==> src/rtl/irq_nmi_ctrl.sv <==
// irq_nmi_ctrl: interrupt front-end for the 65C02 core.
// Merges up to 8 active-low IRQ lines and one NMI line into the CPU's irqb/nmib
// inputs. It adds per-channel mask, level/edge mode, fixed priority (lowest index
// wins), vector reporting and acknowledge handshakes.
// Optional nesting (in-service register plus EOI) is enabled by defining IRQ_NEST_EN.
module irq_nmi_ctrl #(
  parameter int          CHANNELS    = 8,
  parameter int          SYNC_STAGES = 2,
  parameter logic [15:0] VEC_BASE    = 16'hFFE0
) (
  input  logic                phi2,
  input  logic                res,
  input  logic [CHANNELS-1:0] irqb_in,
  input  logic                nmib_in,
  input  logic                cs,
  input  logic                rwb,
  input  logic [1:0]          reg_addr,
  input  logic [7:0]          wdata,
  output logic [7:0]          rdata,
  input  logic                int_ack,
  input  logic                nmi_ack,
  output logic                irqb,
  output logic                nmib,
  output logic [2:0]          vec_idx,
  output logic [15:0]         vec_addr
);

  logic [CHANNELS-1:0]    irq_sync_q [SYNC_STAGES];
  logic [SYNC_STAGES-1:0] nmi_sync_q;
  logic [CHANNELS-1:0]    irq_s, irq_prev_q;
  logic                   nmi_s, nmi_prev_q;

  logic [CHANNELS-1:0] mask_q, mask_d, mode_q, mode_d, pend_q, pend_d;
  logic [CHANNELS-1:0] act, act_eff, elig, edge_set, edge_clr, ack_clr, wdata_ch;
  logic                nmi_pend_q, nmi_pend_d, nmi_fall;
  logic                irqb_q, irqb_d, nmib_q;
  logic [2:0]          vec_q, vec_d, stat_ins;
  logic                wr_en, wr_mask, wr_mode, wr_pend, ack_ok;

  // Index of the lowest set bit; 0 when the vector is empty.
  function automatic logic [2:0] lowest8(input logic [7:0] v);
    logic [2:0] idx;
    idx = 3'd0;
    for (int i = 7; i >= 0; i--) begin
      if (v[i]) idx = 3'(i);
    end
    return idx;
  endfunction

  assign irq_s    = irq_sync_q[SYNC_STAGES-1];
  assign nmi_s    = nmi_sync_q[SYNC_STAGES-1];
  assign wdata_ch = wdata[CHANNELS-1:0];
  assign wr_en    = cs & ~rwb;
  assign wr_mask  = wr_en & (reg_addr == 2'd0);
  assign wr_mode  = wr_en & (reg_addr == 2'd1);
  assign wr_pend  = wr_en & (reg_addr == 2'd2);

  assign act      = pend_q & mask_q;
  assign act_eff  = act & elig;
  assign ack_ok   = int_ack & (|act_eff);
  assign edge_set = irq_prev_q & ~irq_s;
  assign nmi_fall = nmi_prev_q & ~nmi_s;

`ifdef IRQ_NEST_EN
  logic [7:0] ins_q, ins_d;
  logic [2:0] ins_low;
  logic       wr_stat;

  assign wr_stat  = wr_en & (reg_addr == 2'd3);
  assign ins_low  = lowest8(ins_q);
  assign stat_ins = ins_low;

  // Only channels more urgent than the highest in-service level may interrupt.
  always_comb begin
    elig = '1;
    if (ins_q != 8'h00) begin
      for (int i = 0; i < CHANNELS; i++) begin
        elig[i] = (i < int'(ins_low));
      end
    end
  end

  // EOI retires the most urgent in-service level; an acknowledge opens a new one.
  always_comb begin
    ins_d = ins_q;
    if (wr_stat && (ins_q != 8'h00)) ins_d[ins_low] = 1'b0;
    if (ack_ok) ins_d[vec_q] = 1'b1;
  end

  // In-service register.
  always_ff @(posedge phi2 or posedge res) begin
    if (res) ins_q <= 8'h00;
    else     ins_q <= ins_d;
  end
`else
  assign elig     = '1;
  assign stat_ins = 3'd0;
`endif

  // Synchronise the asynchronous request lines and keep the previous synchronised value.
  always_ff @(posedge phi2 or posedge res) begin
    if (res) begin
      for (int k = 0; k < SYNC_STAGES; k++) irq_sync_q[k] <= '1;
      nmi_sync_q <= '1;
      irq_prev_q <= '1;
      nmi_prev_q <= 1'b1;
    end else begin
      irq_sync_q[0] <= irqb_in;
      for (int k = 1; k < SYNC_STAGES; k++) irq_sync_q[k] <= irq_sync_q[k-1];
      nmi_sync_q <= {nmi_sync_q[SYNC_STAGES-2:0], nmib_in};
      irq_prev_q <= irq_s;
      nmi_prev_q <= nmi_s;
    end
  end

  // Acknowledge clears only the channel currently reported on vec_idx.
  always_comb begin
    ack_clr = '0;
    for (int i = 0; i < CHANNELS; i++) begin
      if (ack_ok && (vec_q == 3'(i))) ack_clr[i] = 1'b1;
    end
  end

  // Next state: level bits follow the line; edge bits latch, and a set beats any clear.
  always_comb begin
    edge_clr   = ack_clr
               | (wr_pend ? wdata_ch  : '0)
               | (wr_mode ? ~wdata_ch : '0);
    pend_d     = (mode_q & (edge_set | (pend_q & ~edge_clr))) | (~mode_q & ~irq_s);
    mask_d     = wr_mask ? wdata_ch : mask_q;
    mode_d     = wr_mode ? wdata_ch : mode_q;
    nmi_pend_d = nmi_fall | (nmi_pend_q & ~nmi_ack);
    irqb_d     = ~(|act_eff);
    vec_d      = (|act_eff) ? lowest8(8'(act_eff)) : vec_q;
  end

  // Configuration, pending state and registered CPU-side outputs.
  always_ff @(posedge phi2 or posedge res) begin
    if (res) begin
      mask_q     <= '0;
      mode_q     <= '0;
      pend_q     <= '0;
      nmi_pend_q <= 1'b0;
      irqb_q     <= 1'b1;
      nmib_q     <= 1'b1;
      vec_q      <= 3'd0;
    end else begin
      mask_q     <= mask_d;
      mode_q     <= mode_d;
      pend_q     <= pend_d;
      nmi_pend_q <= nmi_pend_d;
      irqb_q     <= irqb_d;
      nmib_q     <= ~nmi_pend_q;
      vec_q      <= vec_d;
    end
  end

  // Register window read mux; drives zero unless a read is selected.
  always_comb begin
    rdata = 8'h00;
    if (cs && rwb) begin
      case (reg_addr)
        2'd0:    rdata = 8'(mask_q);
        2'd1:    rdata = 8'(mode_q);
        2'd2:    rdata = 8'(pend_q);
        default: rdata = {(|act), nmi_pend_q, stat_ins, vec_q};
      endcase
    end
  end

  assign irqb     = irqb_q;
  assign nmib     = nmib_q;
  assign vec_idx  = vec_q;
  assign vec_addr = VEC_BASE + {12'h000, vec_q, 1'b0};

endmodule

==> config.mk <==
export PLATFORM = sky130hd
export DESIGN_NAME = irq_nmi_ctrl
export DESIGN_NICKNAME = d
export VERILOG_FILES = /design/src/rtl/irq_nmi_ctrl.sv
export SDC_FILE = /design/constraint.sdc
export NUM_CORES = 1
export LEC_CHECK = 0
export BUFFER_PORTS_ARGS = -buffer_cell sky130_fd_sc_hd__buf_4
export CAP_MARGIN = 20
export CORE_UTILIZATION = 30
export CTS_BUF_LIST = sky130_fd_sc_hd__clkbuf_8 sky130_fd_sc_hd__clkbuf_16
export DETAILED_ROUTE_END_ITERATION = 7
export PLACE_DENSITY = 0.47
export SLEW_MARGIN = 30
export SYNTH_ARGS = -nofsm -noshare
export SYNTH_HDL_FRONTEND = slang
export SYNTH_SLANG_ARGS = --single-unit
==> constraint.sdc <==
create_clock -name phi2 -period 2.5 [get_ports phi2]
set_clock_uncertainty 0.1 [all_clocks]
set_input_delay 0.125 -clock phi2 [delete_from_list [all_inputs] [get_ports phi2]]
set_output_delay 0.125 -clock phi2 [all_outputs]
set_load 0.02 [all_outputs]
==> results.sh, run 1 <==
export IMPL_rr_worst_depth=5
export IMPL_fin_crit_ns=2.25
export IMPL_gr_total_overflow=0
export IMPL_gp_congestion=0.723
export IMPL_final_common_cell="buf_4"
export IMPL_hold_class="in -> reg"
export IMPL_critPathRequiredTime_ns=2.28
export IMPL_dp_hpwl_um=3620
export IMPL_cpMaxStageDelayCell="mux4_2"
export IMPL_cp_buffers_inverters=1
export IMPL_clock_root_buffer="clkbuf_8"
export IMPL_hold_viol=0
export IMPL_viasPerCell=4.60
export IMPL_power_mw=2.81
export IMPL_path_class="reg -> out"
export IMPL_holdPathStages=3
export IMPL_setup_tns_ns=0
export IMPL_slowest_delay_ns=0.50
export IMPL_start_kind="register"
export IMPL_max_freq_mhz=444
export IMPL_status="completed"
export IMPL_ys_types=32
export IMPL_track_usage=0.137
export IMPL_numClockSinks=57
export IMPL_drtPass1Iterations=4
export IMPL_worstPathCellList="a22oi_4 > nand4_4 > mux4_2 > nor2b_4 > buf_4"
export IMPL_wl_per_cell_um=14.7
export IMPL_drv_cap=0
export IMPL_crit_arrival_ns=2.03
export IMPL_dp_cells=332
export IMPL_numCtsBuffers=9
export IMPL_fin_nets=282
export IMPL_placed_area_sq_mm=0.00295
export IMPL_die_y_um=94.8
export IMPL_worst_pin_slew_ns=0.669
export IMPL_core_sq_mm=0.00826
export IMPL_antenna_cells=0
export IMPL_rsz0062_at_grt="false"
export IMPL_cp_top_family="multiplexers"
export IMPL_drt_initial_drc_count=81
export IMPL_die_x_um=94.8
export IMPL_cts_tree="built"
export IMPL_start_util=0.313
export IMPL_relSlewSlack=0.552
export IMPL_clk_pin_slew_worst_paths_ns=0.06
export IMPL_grt_first_pass_wirelength_um=8990
export IMPL_vias=1690
export IMPL_finalCritPeriodShare=0.902
export IMPL_io_pins=54
export IMPL_cts_max_path_buffers=2
export IMPL_syn_avg_cell_area_sq_um=13.4
export IMPL_grt_max_degree=58
export IMPL_path_max_fanout=9
export IMPL_critPathCaptureType="output pin"
export IMPL_fin_cells=367
export IMPL_drive_gt1_frac=0.443
export IMPL_insertion_delay_ns=0.33
export IMPL_stdcell_area_sq_mm=0.00334
export IMPL_ys_warn_count=0
export IMPL_ctsHtreeMaxLevel=3
export IMPL_die_area_sq_mm=0.00899
export IMPL_syn_inst=193
export IMPL_port_buffers=40
export IMPL_ys_seq_elements=57
export IMPL_holdWs_ns=0.0846
export IMPL_irDropWorstVdd_uv=307
export IMPL_leakagePower_nw=1.55
export IMPL_antenna_found_initial=0
export IMPL_area_delta_synth_final_pct=29.4
export IMPL_path_depth=5
export IMPL_slew_viol_final=0
export IMPL_core_rowCount=33
export IMPL_final_cell_mix="buf_4 (42), dfstp_2 (29), dfrtp_1 (28), dlygate4sd3_1 (19), mux2_2 (16)"
export IMPL_setup_violations=0
export IMPL_drc=0
export IMPL_synth_area_sq_mm=0.00258
export IMPL_power_density_mw_per_mm2=840
export IMPL_ant_nets=0
export IMPL_finalWirelength_um=5410
export IMPL_seq_area_frac_synth=0.566
export IMPL_grt_pass1_vias=1727
-- flip-flops by register name, summed over array words and instances, names as in the netlist --
name        count
irq_sync_q      8
nmi_prev_q      1
nmi_pend_q      1
irq_prev_q      8
nmib            1
mask_q          8
irqb            1
irq_s           8
pend_q          8
mode_q          8
vec_idx         3
nmi_sync_q      2
-- path summary, 6_finish.rpt --
path / to / slack, ns / from
max: rdata[7] / 0.25 / mask_q[1]
min: pend_q[6] / 0.08 / int_ack
max reg2reg: pend_q[7] / 0.85 / mask_q[1]
min reg2reg: irq_s[3] / 0.25 / irq_sync_q[11]
max in group asynchronous: irq_sync_q[11] / 1.68 / res
min in group asynchronous: mode_q[4] / 0.31 / res
-- power by group --
| group | leakage, nW | internal [mW] | total [mW] | switching, mW |
|---|---|---|---|---|
| registers | 0.638 | 1.08 | 1.28 | 0.194 |
| clock network | 0.115 | 0.533 | 0.886 | 0.353 |
| logic | 0.795 | 0.339 | 0.649 | 0.310 |
-- layout make-up --
| type | count | area [sq um] |
|---|---|---|
| inverter | 13 | 48.8 |
| fill | 805 | 4910 |
| multi-input combinational | 114 | 968 |
| clock buffer | 12 | 165 |
| timing repair buffer | 62 | 526 |
| tap | 105 | 131 |
| sequential | 57 | 1460 |
| clock inverter | 4 | 42.5 |
-- timing repair --
item                      in CTS  in global routing
setup buffers                  0                  0
resized for setup              0                  0
hold buffers                  19                  0
hold endpoints to repair      54                  0
-- metal layers --
metal | routed length (um) | part of all wire | GRT usage
met3 | 287 | 0.053 | 0.0298
met4 | 106 | 0.020 | 0.0682
met2 | 2330 | 0.43 | 0.189
met1 | 2680 | 0.50 | 0.199
met5 | 0 | 0 | 0
-- stage by stage --
| step | setup WS (ns) | utilization |
|---|---|---|
| after floorplan | 0.840 | - |
| after global placement | 0.627 | 0.357 |
| after detailed placement | 0.593 | 0.357 |
| after CTS | 0.225 | 0.405 |
| after global routing | 0.166 | 0.405 |
| final | 0.246 | 0.405 |
-- worst register-to-register path, cell delays in order (launching register included) --
cell and delay [ns]:
dfrtp_1 0.44, a22oi_4 0.12, nand4_4 0.17, inv_2 0.06, or3_1 0.41, a41o_1 0.25
-- cell usage after synthesis, drive strengths merged --
master | n | area [sq um]
nand2b | 1 | 6.26
o22ai | 1 | 6.26
nand3 | 3 | 15.0
nor3 | 1 | 16.3
mux4 | 5 | 116
buf | 20 | 145
nor2 | 8 | 30.0
a21oi | 11 | 55.1
nand2 | 9 | 33.8
o211a | 1 | 10.0
mux2 | 16 | 180
conb | 2 | 7.51
a32oi | 2 | 17.5
nand4 | 4 | 40.0
a22o | 1 | 8.76
or3 | 1 | 6.26
o21ai | 2 | 10.0
inv | 13 | 48.8
a21boi | 1 | 7.51
nor3b | 1 | 12.5
a41o | 8 | 80.1
a22oi | 4 | 85.1
mux2i | 11 | 110
dfstp | 29 | 762
dfrtp | 28 | 701
nand4b | 1 | 8.76
nor2b | 9 | 63.8
-- cell families after synthesis --
logic type / after synthesis / share of synthesized area
DFF: 57 / 0.566
buffers and inverters: 33 / 0.0751
other: 2 / 0.00291
muxes: 32 / 0.157
and+or+nand+nor: 38 / 0.0901
AOI/OAI and AO/OA: 31 / 0.108
Note: power is estimated with default switching activity, not from simulation.
==> run 2, diff against run 1 <==
Settings changed: CORE_ASPECT_RATIO from default to 0.9, CORE_MARGIN from default to 2.
==> run 2 against run 1 <==
  * Register-to-register slack hardly changed
  * Highest routed layer unchanged
  * Non-clock buffer count stayed put
  * Count of clock-buffer cells in the layout is 1 lower
  * Largest power group unchanged
  * Worst hold slack worse by 0.0013 ns
  * Flip-flop and latch count stayed put
  * Utilization is 0.64 points lower
  * Clock power is 10% higher
  * Critical path depth stayed put
  * Maximum frequency is 0.46% lower
  * First-iteration DRC count is 23% lower
  * Die area is 4.3% higher
==> results.sh, run 2 (synthesized netlist as in run 1, its figures left out) <==
export IMPL_power_density_mw_per_mm2=859
export IMPL_port_buffers=40
export IMPL_ctsHtreeMaxLevel=3
export IMPL_antenna_found_initial=0
export IMPL_grt_pass1_vias=1744
export IMPL_area_sequential_sq_mm=0.00146
export IMPL_crit_start="mask_q[1]"
export IMPL_viasPerCell=4.42
export IMPL_io_pins=54
export IMPL_cts_resized=0
export IMPL_relSlewSlack=0.538
export IMPL_path_max_fanout=9
export IMPL_r2r_start="mask_q[1]"
export IMPL_min_delay_start="int_ack"
export IMPL_fillers=843
export IMPL_grt_first_pass_wirelength_um=9240
export IMPL_die_area_sq_mm=0.00937
export IMPL_setup_violations=0
export IMPL_met1_length_um=2800
export IMPL_insertion_delay_ns=0.34
export IMPL_gp_congestion=0.775
export IMPL_rsz0062_at_grt="false"
export IMPL_critPathCaptureType="output pin"
export IMPL_r2r_setup_slack_ns=0.85
export IMPL_clock_root_buffer="clkbuf_8"
export IMPL_area_delta_synth_final_pct=30.9
export IMPL_highest_layer="met4"
export IMPL_hold_class="in -> reg"
export IMPL_multi_input_area_sq_um=968
export IMPL_die_y_um=92.0
export IMPL_drt_initial_drc_count=62
export IMPL_numClockSinks=57
export IMPL_slew_viol_final=0
export IMPL_vias=1684
export IMPL_max_freq_mhz=442
export IMPL_drtPass1Iterations=4
export IMPL_drive_gt1_frac=0.450
export IMPL_final_cell_mix="buf_4 (42), dfstp_2 (29), dfrtp_1 (28), dlygate4sd3_1 (19), mux2_2 (16)"
export IMPL_cts_tree="built"
export IMPL_endpoint="rdata[7]"
export IMPL_cts_max_path_buffers=2
export IMPL_irDropWorstVdd_uv=343
export IMPL_leakagePower_nw=1.55
export IMPL_finalWirelength_um=5530
export IMPL_die_x_um=102
export IMPL_clk_pin_slew_worst_paths_ns=0.07
export IMPL_power_mw=2.91
export IMPL_drv_cap=0
export IMPL_antenna_cells=0
export IMPL_finalCritPeriodShare=0.906
export IMPL_ant_nets=0
export IMPL_gr_total_overflow=0
export IMPL_start_util=0.304
export IMPL_critPathRequiredTime_ns=2.28
export IMPL_route_met3_wl_um=295
export IMPL_fin_nets=282
export IMPL_core_rowCount=32
export IMPL_r2r_end="pend_q[7]"
export IMPL_hold_viol=0
export IMPL_crit_arrival_ns=2.04
export IMPL_wl_per_cell_um=14.5
export IMPL_track_usage=0.134
export IMPL_fin_crit_ns=2.26
export IMPL_rr_worst_depth=5
export IMPL_start_kind="register"
export IMPL_numCtsBuffers=9
export IMPL_status="completed"
export IMPL_path_class="reg -> out"
export IMPL_worst_pin_slew_ns=0.690
export IMPL_setup_tns_ns=0
export IMPL_grt_max_degree=58
export IMPL_drc=0
export IMPL_met2_length_um=2340
export IMPL_core_sq_mm=0.00849
export IMPL_final_common_cell="buf_4"
export IMPL_dp_hpwl_um=3770
run 2: worst max-delay path, cell delays in order, from the launching register on:
cell	delay [ns]
dfrtp_1	0.44
a22oi_4	0.25
nand4_4	0.19
mux4_2	0.51
nor2b_4	0.14
buf_4	0.17
run 2: timing repair:
item,CTS,global route
setup endpoints to repair,0,0
buffers inserted,0,0
endpoints found under the hold margin,54,0
hold buffers,19,0
run 2: layer usage:
metal | vias up | GRT usage
li1 | 796 | -
met1 | 825 | 0.190
met2 | 53 | 0.185
met3 | 10 | 0.0427
met4 | 0 | 0.0578
met5 | - | 0
run 2: worst min-delay path by stage:
stage	endpoint	slack, ns	cells past startpoint
floorplan	irq_sync_q[10]	0.03	0
global placement	mode_q[2]	0.11	3
detailed placement	pend_q[2]	0.12	3
CTS	pend_q[6]	0.06	3
global route	pend_q[6]	0.08	3
finish	pend_q[6]	0.08	3
run 2: through the flow:
stage / utilization / setup slack [ns] / hold slack, ns / std cells / area [sq um]
2_1_floorplan: - / 0.840 / 0.0295 / 204 / 2630
3_3_place_gp: 0.349 / 0.627 / 0.114 / 346 / 2960
3_5_place_dp: 0.349 / 0.597 / 0.115 / 346 / 2960
4_1_cts: 0.399 / 0.217 / 0.0638 / 381 / 3380
5_1_grt: 0.399 / 0.140 / 0.0812 / 381 / 3380
6_report: 0.399 / 0.236 / 0.0833 / 381 / 3380
run 2: layout make-up:
class / instances / area share
Inverter: 13 / 0.0144
Multi-Input combinational cell: 114 / 0.286
Tap cell: 119 / 0.0440
Timing Repair Buffer: 62 / 0.155
Sequential cell: 57 / 0.432
Clock buffer: 11 / 0.0447
Clock inverter: 5 / 0.0229
run 2: where the power goes:
part | switching (mW) | leakage (nW) | internal, mW
sequential | 0.195 | 0.638 | 1.08
combinational | 0.313 | 0.795 | 0.339
clock | 0.367 | 0.115 | 0.612
